## src/rtl/ibuffer_pkg.sv

```systemverilog
// Shared frontend types for the instruction buffer: default depth and the {inst, pc} entry.
// Also provides a default for the PC_RANGE macro when the build does not supply one.
`ifndef PC_RANGE
`define PC_RANGE 31:0
`endif

package ibuffer_pkg;
    localparam int IBUF_DEPTH = 8;

    typedef struct packed {
        logic [31:0]       inst;
        logic [`PC_RANGE]  pc;
    } ibuf_entry_t;
endpackage

```

## src/rtl/ibuffer.sv

```systemverilog
// Instruction buffer between fetch and decode: circular FIFO of {inst, pc}, 1-2 pushes / 1 pop per cycle.
// Optional perf counters (empty cycles, full stalls) are built when IBUFFER_PERF_CNT_EN is defined.
module ibuffer
    import ibuffer_pkg::*;
#(
    parameter int DEPTH = IBUF_DEPTH
) (
    input  logic             clock,
    input  logic             reset_n,
    input  logic             fetch_valid,
    output logic             fetch_ready,
    input  logic [63:0]      fetch_block,
    input  logic [`PC_RANGE] fetch_pc,
    input  logic             redirect_valid,
    output logic             ibuffer_instr_valid,
    input  logic             ibuffer_ready,
    output logic [31:0]      ibuffer_inst_out,
    output logic [`PC_RANGE] ibuffer_pc_out
`ifdef IBUFFER_PERF_CNT_EN
    ,
    output logic [31:0]      perf_empty_cycles,
    output logic [31:0]      perf_full_stalls
`endif
);
    localparam int AW = $clog2(DEPTH);
    localparam logic [AW:0]        DEPTH_P = DEPTH[AW:0];
    localparam logic [AW:0]        ONE     = 1;
    localparam logic [AW:0]        TWO     = 2;
    localparam logic [`PC_RANGE]   PC_STEP = 4;

    ibuf_entry_t mem_q [DEPTH];
    ibuf_entry_t e0, e1, head;

    logic [AW:0]   rptr_q, rptr_d, wptr_q, wptr_d, count, free;
    logic [AW-1:0] widx0, widx1;
    logic          empty, push, pop, two;

    assign count = wptr_q - rptr_q;
    assign free  = DEPTH_P - count;
    assign empty = (rptr_q == wptr_q);

    assign fetch_ready         = reset_n && (free >= TWO) && !redirect_valid;
    assign ibuffer_instr_valid = reset_n && !empty && !redirect_valid;

    assign push = fetch_valid && fetch_ready;
    assign pop  = ibuffer_instr_valid && ibuffer_ready;
    // An aligned block carries two wanted instructions; a base+4 PC wants only the upper one.
    assign two  = !fetch_pc[2];

    assign e0.inst = two ? fetch_block[31:0] : fetch_block[63:32];
    assign e0.pc   = fetch_pc;
    assign e1.inst = fetch_block[63:32];
    assign e1.pc   = fetch_pc + PC_STEP;

    assign widx0 = wptr_q[AW-1:0];
    assign widx1 = widx0 + 1'b1;

    always_comb begin
        wptr_d = wptr_q;
        rptr_d = rptr_q;
        if (redirect_valid) begin
            wptr_d = '0;
            rptr_d = '0;
        end else begin
            if (push) wptr_d = wptr_q + (two ? TWO : ONE);
            if (pop)  rptr_d = rptr_q + ONE;
        end
    end

    always_ff @(posedge clock or negedge reset_n) begin
        if (!reset_n) begin
            wptr_q <= '0;
            rptr_q <= '0;
        end else begin
            wptr_q <= wptr_d;
            rptr_q <= rptr_d;
        end
    end

    always_ff @(posedge clock) begin
        if (push) begin
            mem_q[widx0] <= e0;
            if (two) mem_q[widx1] <= e1;
        end
    end

    assign head             = mem_q[rptr_q[AW-1:0]];
    assign ibuffer_inst_out = reset_n ? head.inst : '0;
    assign ibuffer_pc_out   = reset_n ? head.pc   : '0;

`ifdef IBUFFER_PERF_CNT_EN
    logic [31:0] perf_empty_q, perf_empty_d, perf_stall_q, perf_stall_d;

    // Saturating; deliberately survive redirects so they measure whole-run behaviour.
    always_comb begin
        perf_empty_d = perf_empty_q;
        perf_stall_d = perf_stall_q;
        if (empty && (perf_empty_q != '1))
            perf_empty_d = perf_empty_q + 32'd1;
        if (fetch_valid && !fetch_ready && !redirect_valid && (perf_stall_q != '1))
            perf_stall_d = perf_stall_q + 32'd1;
    end

    always_ff @(posedge clock or negedge reset_n) begin
        if (!reset_n) begin
            perf_empty_q <= '0;
            perf_stall_q <= '0;
        end else begin
            perf_empty_q <= perf_empty_d;
            perf_stall_q <= perf_stall_d;
        end
    end

    assign perf_empty_cycles = perf_empty_q;
    assign perf_full_stalls  = perf_stall_q;
`endif
endmodule

```

## config.mk

```make
export PLATFORM = sky130hd
export DESIGN_NAME = ibuffer
export DESIGN_NICKNAME = d
export VERILOG_FILES = /design/src/rtl/ibuffer_pkg.sv /design/src/rtl/ibuffer.sv
export SDC_FILE = /design/constraint.sdc
export NUM_CORES = 1
export LEC_CHECK = 0
export CAP_MARGIN = 25
export CELL_PAD_IN_SITES_DETAIL_PLACEMENT = 1
export CELL_PAD_IN_SITES_GLOBAL_PLACEMENT = 1
export CORE_MARGIN = 2
export CORE_UTILIZATION = 49
export DETAILED_ROUTE_END_ITERATION = 16
export PLACE_DENSITY_LB_ADDON = 0.1
export SKIP_CTS_REPAIR_TIMING = 1
export SYNTH_ARGS = -nofsm -noshare
export SYNTH_HDL_FRONTEND = slang
export SYNTH_SLANG_ARGS = --single-unit
```

## constraint.sdc

```tcl
create_clock -name clock -period 11.4 [get_ports clock]
set_clock_uncertainty 0.05 [all_clocks]
set_input_delay 2.28 -clock clock [delete_from_list [all_inputs] [get_ports clock]]
set_output_delay 2.28 -clock clock [all_outputs]
set_load 0.05 [all_outputs]
```

---- After elaboration in Yosys (flattened, before gate mapping) ----
Memories as Yosys holds them, arrays and structs flattened.
Cells that the tools add are included.
word-level totals
  bits of input ports ..................... 101
  word-level logic and storage cells ...... 34
  register bits ........................... 8
  memories ................................ 1
  bits in writable memories ............... 512
memory list
  name   depth  bits a word  read ports  clocked after Yosys merged registers in  wr ports  RTL line       source
  mem_q  8      64           1           0                                        2         ibuffer.sv:31  ibuf_entry_t mem_q [DEPTH];
cells by class
  $add $sub $neg .......................... 6
  reductions and logical operators ........ 10
  equality and inequality tests ........... 1
  muxes and demuxes ....................... 13
  magnitude comparators ................... 1
operators with widths
  cell                                                                   number
  32-bit 2-to-1 mux                                                      3
  32-bit by 3-bit adder with 32-bit output, second input constant        1
  4-bit 2-to-1 mux                                                       4
  1-bit logical AND                                                      6
  1-bit 2-to-1 mux                                                       5
  4-bit by 1-bit adder with 4-bit output, second input constant          1
  4-bit by 2-bit adder with 4-bit output                                 1
  4-bit == test                                                          1
  4-bit by 2-bit >= comparator with 1-bit output, second input constant  1
  2-bit nonzero test                                                     2
  4-bit subtractor                                                       1
  4-bit subtractor, first input constant                                 1
  3-bit by 1-bit adder with 3-bit output, second input constant          1
  1-bit zero test                                                        2
  2-bit 2-to-1 mux                                                       1

---- Longest topological paths before layout ----
Gate-level depths: netlist of run 1.
  depth in word-level cells ............... 8
  depth in mapped cells ................... 15
  mapped depth without buffers ............ 11

---- Worst setup path after synthesis of run 1 ----
No wires, ideal clock.
  path type ............................... in2reg
  from .................................... input port redirect_valid
  to ...................................... memory mem_q[0][0] (netlist bit), enable pin
  required time ........................... 10.689 ns
  arrival time ............................ 9.470 ns
  stages .................................. 4
  slack ................................... 1.219 ns
  path through ............................ clkbuf_1 nand2b_1 a211o_1 o41ai_1
RTL lines
  item                RTL line       source
  start: declaration  ibuffer.sv:14  input logic redirect_valid,
  end: declaration    ibuffer.sv:31

---- Worst setup path after layout of run 1 ----
  from .................................... register rptr_q[0]
  to ...................................... output port ibuffer_inst_out[2]
between the ends
  word-level cells in the longest chain between the ends .. 2
RTL lines
  item                      RTL line       source
  start: declaration        ibuffer.sv:34  logic [AW:0] rptr_q, rptr_d, wptr_q, wptr_d, count, free;
  start signal: assignment  ibuffer.sv:76  rptr_q <= rptr_d;
  memory read 8 x 64 bit    -
  32-bit 2-to-1 mux         ibuffer.sv:88  assign ibuffer_inst_out = reset_n ? head.inst : '0;
  end: declaration          ibuffer.sv:17  output logic [31:0] ibuffer_inst_out,
No other way between the ends.

==> metrics.md, run 1 <==
| Metric | Value |
|---|---|
| Iteration-0 DRC Markers | `~1,200` |
| Vias in the first global route | `around 17,000` |
| Ports | `about 170` |
| Detailed Routing Iterations Pass 1 | `5` |
| Internal power | `approximately 3.3 mW` |
| WL/cell | `roughly 26 µm` |
| Clock power share | `about two fifths` |
| Final hold vios | `0` |
| Kind of end point of the critical path | `output pin` |
| Net count, final | `approximately 2,100` |
| Largest cells by area after synthesis | `edfxtp_1, mux4_2, a21oi_1` |
| Power, Total | `4.31 mW` |
| Status | `completed` |
| Yosys top cell area share | `~60%` |
| Antenna violations before repair | `0` |
| Synth Area in Adders | `less than 1%` |
| Largest family of logic cells by synthesized area | `multiplexers` |
| Worst path slowest cell | `buf_4` |
| Main synth FF type | `edfxtp_1` |
| Min cycle time layout | `slightly below 7000 ps` |
| Combinational Power Share | `10.3%` |
| Gr ovfl total | `0` |
| Synth Cell Area | `about 26,000 µm²` |
| Measured slew at the worst slew-check pin | `around 1100 ps` |
| Fillers | `approximately 5,000` |
| Synth async-reset ratio | `under 10%` |
| CORE AREA | `around 52,000 µm²` |
| YS warnings | `0` |
| Critical path data required time | `a little over 9000 ps` |
| XOR/XNOR share of the synthesized area | `under 10%` |
| Via count | `16,010` |
| Multi-input gate area | `just over 9000 µm²` |
| Layout area overhead | `13.9%` |
| Final setup TNS | `0 ps` |
| Sequential cell area | `around 16,000 µm²` |
| Worst Path Arrival | `approximately 4600 ps` |
| Clock slew at reported path FFs | `about 60 ps` |
| Sw Ratio | `24.2%` |
| Final slew viol count | `0` |
| Total track usage | `a little over a quarter` |
| Finish-stage setup viols | `0` |
| Synth Instances | `roughly 2,000` |
| Synth cell types | `53` |
| DP Worst Slack | `~4600 ps` |
| WL final | `69.7 mm` |
| Synth Area in Compound Gates | `6.03%` |
| Non-Filler Instances | `between 2,000 and 3,000` |
| Global placer's final weighted congestion | `between 0.7 and 0.8` |
| CP Launch Type | `flop` |
| Flop pwr share | `49.9%` |
| Drc violations | `0` |
| Min-delay worst type | `flop to flop` |
| Total CTS buffers | `56` |
| Detailed-route vias per instance | `roughly 5.9` |
| CTS tree | `yes` |
| Root Driver | `clkbuf_16` |
| Post-Syn Area per Cell | `~13 µm²` |
| Synth area leader | `edfxtp_1` |
| Clock Latency Late Sink | `610 ps` |
| Leakage | `roughly 9.5 nW` |
| Tcrit/Tclk final | `between 60% and 70%` |
| CP cell instances | `buf_4 > buf_4 > mux4_2 > mux2i_1 > nor2b_1 > clkdlybuf4s50_1` |
| Crit Path Category | `flop to output pin` |
| Die X | `approximately 230 µm` |
| Die area | `approximately 54,000 µm²` |
| Relative slew slack | `between 20% and 30%` |
| DP Cell Count | `about 2,600` |
| Global-route wire length before repair | `roughly 110 mm` |
| Max stage delay on crit path | `around 790 ps` |
| Post-synth EDFFs | `just over 500` |
| P_sw | `about 1.0 mW` |
| Largest net degree at the start of global routing | `between 70 and 80` |
| Layout cells sized above 1 | `a little over an eighth` |
| Setup ws final | `4490 ps` |
| Row Count | `83` |
| # clock sinks | `520` |
| Synth Net Count | `~2,100` |
| Longest Clk Path Bufs | `3` |
| Peak VDD IR | `about 0.15 mV` |
| Port Buffers | `between 150 and 200` |
| Die Y-Extent | `233 µm` |
| Antenna cells | `0` |
| Mux contribution to synthesized area | `15.0%` |
| Starting Density | `about half` |
| Cell mode on critical path | `buf_4` |
| Achievable Freq | `145 MHz` |
| H-tree levels | `2` |
| PwrDens | `approximately 150 nW/µm²` |
| Final ANT Viol Nets | `0` |
| Post-synthesis sequential area ratio | `between 60 and 70%` |
| Crit-path max FO | `47` |
| Synth Area in Simple Gates | `around 8.9%` |
| Final HPWL DP | `just under 40 mm` |
| Layout Utilization | `56.7%` |
| Max-Cap Viols | `0` |
| Seq cells post-synth | `520` |
| RSZ-0062 raised after global routing | `no` |
[area by class of cell]
| class | instances | share of cell area (%) |
|---|---|---|
| Clock buffer | 74 | 5.09 |
| Clock inverter | 30 | 0.658 |
| Timing Repair Buffer | 205 | 6.90 |
| Multi-Input combinational cell | 1174 | 31.0 |
| Sequential cell | 520 | 53.2 |
| Inverter | 15 | 0.192 |
| Tap cell | 680 | 2.91 |
[cells in the mapped netlist (all sizes together) (5+ instances only)]
cell	count
buf	93
ha	9
xor2	93
mux4	128
clkbuf	198
xnor2	28
inv	14
nand4	7
nand3	13
nor3	10
o21ai	10
nor2	346
mux2i	96
nor4	5
nand2	62
nand2b	6
a21oi	261
dfrtp	8
nor2b	66
edfxtp	512
[power groups by stage]
stage / Sequential (mW) / Clock (mW) / Combinational (mW)
floorplan: 2.19 / 0 / 0.307
global placement: 2.19 / 0 / 0.429
detailed placement: 2.19 / 0 / 0.444
CTS: 2.15 / 1.74 / 0.446
global route: 2.16 / 1.81 / 0.480
finish: 2.15 / 1.72 / 0.445
[logic make-up after synthesis]
family | Yosys count
simple gates | 526
mux | 225
fa+ha+maj | 11
xor+xnor | 121
buf+inv | 306
flops | 520
compound gates | 291
[critical path: cells and delay by family, from the launching register on]
| family | cells | cell delay, ps |
|---|---|---|
| flops | 1 | 720 |
| simple gates | 1 | 90 |
| buf+inv | 3 | 2130 |
| mux | 2 | 930 |
[per-layer routing]
layer  vias to the layer above  track usage (%)  share of wire, %
met5                         -                0                 0
met4                         0             7.62               2.5
li1                       7111                -                 -
met3                       116             3.66               4.7
met1                      8364             35.1                42
met2                       419             44.9                51
[sequential cells by signal, indices dropped and copies added (netlist names)]
| register | flops |
|---|---|
| wptr_q | 4 |
| mem_q | 512 |
| rptr_q | 4 |
[worst paths after layout]
check                      cells after the start  slack (ps)                  start                     end
setup reg to reg                              10        6390  rptr_q[2]$_DFFE_PN0P_  mem_q[1][29]$_DFFE_PP_
max in group asynchronous                      2        8940                reset_n   rptr_q[1]$_DFFE_PN0P_
min in group asynchronous                      2        1790                reset_n   rptr_q[0]$_DFFE_PN0P_
hold / removal                                 2         540  wptr_q[3]$_DFFE_PN0P_   wptr_q[3]$_DFFE_PN0P_
setup / recovery                               6        4490  rptr_q[0]$_DFFE_PN0P_     ibuffer_inst_out[2]
hold reg to reg                                2         540  wptr_q[3]$_DFFE_PN0P_   wptr_q[3]$_DFFE_PN0P_
[metrics by stage]
stage / area [µm²] / hold slack [ps]
2_1_floorplan: 25700 / 506
3_3_place_gp: 27500 / 525
3_5_place_dp: 27500 / 541
4_1_cts: 29200 / 554
5_1_grt: 29300 / 588
6_report: 29300 / 544
[layout by cell type (no fill, tap or decap), types with 3 or more instances in the layout]
cell type,netlist,final
edfxtp_1,512,512
nor2_1,346,346
a21oi_1,261,261
clkdlybuf4s50_1,0,164
mux4_2,128,128
mux2i_1,96,96
xor2_1,92,92
nor2b_1,66,66
nand2_1,62,62
clkbuf_16,0,57
buf_4,3,33
xnor2_1,27,27
clkinv_1,1,17
clkbuf_1,195,17
inv_1,14,14
nand3_1,12,12
ha_1,9,9
nor3_1,8,8
clkinv_2,0,8
nand4_1,7,7
nand2b_1,6,6
o21ai_4,0,5
o21ai_0,8,5
dfrtp_1,8,5
o31ai_4,0,4
nand3b_1,4,4
nor4_1,3,3
buf_2,43,3
buf_16,0,3
dfrtp_4,0,3
(Power assumes the default switching activity.)
==> run 2, diff against run 1 <==
CORE_UTILIZATION = 45   (was 49)
clock period = 5.8 ns   (was 11.4 ns; I/O delays follow)
==> metrics.md, run 2 (synthesis gave the netlist of run 1 again) <==
| Metric | Value |
|---|---|
| Critical path data required time | `roughly 4600 ps` |
| Min cycle time layout | `approximately 5500 ps` |
| Die X | `roughly 240 µm` |
| Final slew viol count | `0` |
| Crit Path Category | `flop to output pin` |
| DP Area | `around 28,000 µm²` |
| Achievable Freq | `roughly 180 MHz` |
| Max stage delay on crit path | `about 800 ps` |
| Drc violations | `0` |
| H-tree levels | `2` |
| Net count, final | `2,088` |
| CP Launch Type | `flop` |
| Commonest non-fill, non-tap cell in the layout | `edfxtp_1` |
| Max-Cap Viols | `0` |
| Measured slew at the worst slew-check pin | `~960 ps` |
| Worst Path Arrival | `about 4300 ps` |
| Reg with most FFs | `mem_q` |
| Die area | `59,100 µm²` |
| Iteration-0 DRC Markers | `around 1,100` |
| Die Y-Extent | `243 µm` |
| Layout area overhead | `14.4%` |
| DP Worst Slack | `between 900 and 1000 ps` |
| Detailed Routing Iterations Pass 1 | `5` |
| Total track usage | `roughly 24%` |
| Global placer's final weighted congestion | `between 0.8 and 0.9` |
| Top flop regs | `mem_q: 512 flops, rptr_q: 4 flops, wptr_q: 4 flops` |
| Crit-path max FO | `11` |
| Peak VDD IR | `0.226 mV` |
| Kind of end point of the critical path | `output pin` |
| Via count | `around 16,000` |
| WL/cell | `25.4 µm` |
| Final HPWL DP | `40.4 mm` |
| Root Driver | `clkbuf_16` |
| Min-delay worst type | `input port to asynchronous set/reset pin` |
| Clock slew at reported path FFs | `60 ps` |
| Setup ws final | `321 ps` |
| CP cell instances | `inv_1 > ha_1 > ha_1 > inv_1 > fa_1 > xor2_1 > xnor2_1 > a21oi_1 > clkdlybuf4s50_1` |
| Ports | `roughly 170` |
| Largest net degree at the start of global routing | `132` |
| Tcrit/Tclk final | `a little over nine tenths` |
| Post-route cell area | `between 20,000 and 30,000 µm²` |
| CP top delay family | `XOR/XNOR gates` |
| Starting Density | `45.5%` |
| Vias in the first global route | `17,191` |
| Port Buffers | `166` |
| Bufs and invs on worst path | `3` |
| Layout cells sized above 1 | `between 10% and 20%` |
| Relative slew slack | `approximately 35%` |
| Most frequent cells in the layout | `edfxtp_1, nor2_1, a21oi_1, clkdlybuf4s50_1, mux4_2` |
| Hold slack | `536 ps` |
| Worst path slowest cell | `xnor2_1` |
| Longest Clk Path Bufs | `3` |
| Final hold vios | `0` |
| Leakage | `between 9 and 10 nW` |
| Status | `completed` |
| Antenna cells | `0` |
| Detailed-route vias per instance | `5.76` |
| # clock sinks | `520` |
| RSZ-0062 raised after global routing | `no` |
| Row Count | `87` |
| Power, Total | `approximately 8.5 mW` |
| CTS tree | `yes` |
| PwrDens | `about 290 nW/µm²` |
| Finish-stage setup viols | `0` |
| Largest register FFs | `~510` |
| CORE AREA | `around 56,000 µm²` |
| Final setup TNS | `0 ps` |
| Clock Latency Late Sink | `roughly 600 ps` |
| Gr ovfl total | `0` |
| Global-route wire length before repair | `approximately 110 mm` |
| Total CTS buffers | `56` |
| Antenna violations before repair | `0` |
| WL final | `slightly above 70 mm` |
| Final ANT Viol Nets | `0` |
## run 2: path summary, 6_finish.rpt
path,slack [ps],end,cells after the start,from
setup / recovery,320,fetch_ready,9,wptr_q[1]$_DFFE_PN0P_
hold / removal,540,rptr_q[2]$_DFFE_PN0P_,2,reset_n
setup reg to reg,1000,mem_q[7][23]$_DFFE_PP_,11,wptr_q[1]$_DFFE_PN0P_
hold reg to reg,560,wptr_q[3]$_DFFE_PN0P_,2,wptr_q[3]$_DFFE_PN0P_
max in group asynchronous,4830,rptr_q[0]$_DFFE_PN0P_,2,reset_n
min in group clock,560,wptr_q[3]$_DFFE_PN0P_,2,wptr_q[3]$_DFFE_PN0P_
## run 2: metrics by stage
stage	cells	util [%]
after detailed placement	2674	49.1
after CTS	2773	52.1
after floorplan	2000	-
final	2773	52.1
after global placement	2673	49.1
after global routing	2773	52.1
## run 2: report_power, final
part | internal (mW) | switching, mW
registers | 4.21 | 0.0150
logic | 0.339 | 0.546
clock network | 1.87 | 1.47
total | 6.42 | 2.04
## run 2: layout make-up
type                    count  area (µm²)
clock buffers              69        1470
clock inverters            30         185
fillers                  5539       27100
inverters                  15        56.3
multi-input cells        1174        9090
flip-flops and latches    520       15600
well taps                 756         946
repair buffers            209        2090
## run 2: metal layers
| metal | global-route usage, % | vias to the layer above | share of wire, % |
|---|---|---|---|
| li1 | - | 7125 | - |
| met4 | 6.77 | 0 | 2.1 |
| met2 | 40.4 | 432 | 49 |
| met5 | 0 | - | 0 |
| met1 | 33.5 | 8324 | 44 |
| met3 | 2.79 | 91 | 4.9 |
## run 2: worst register-to-register path, cell delays in order, from the launching register on
cell and delay (ps):
dfrtp_1 570, inv_1 170, ha_1 330, ha_1 150
inv_1 60, fa_1 440, xor2_1 340, xnor2_1 360
a211o_1 590, or2_1 440, o21ai_4 580, buf_4 400
==> run 3, diff against run 2 <==
TNS_END_PERCENT = 20   (was not set)
==> results of run 3 <==
Same layout as run 2: the final DEF is identical, and so are final timing and power.
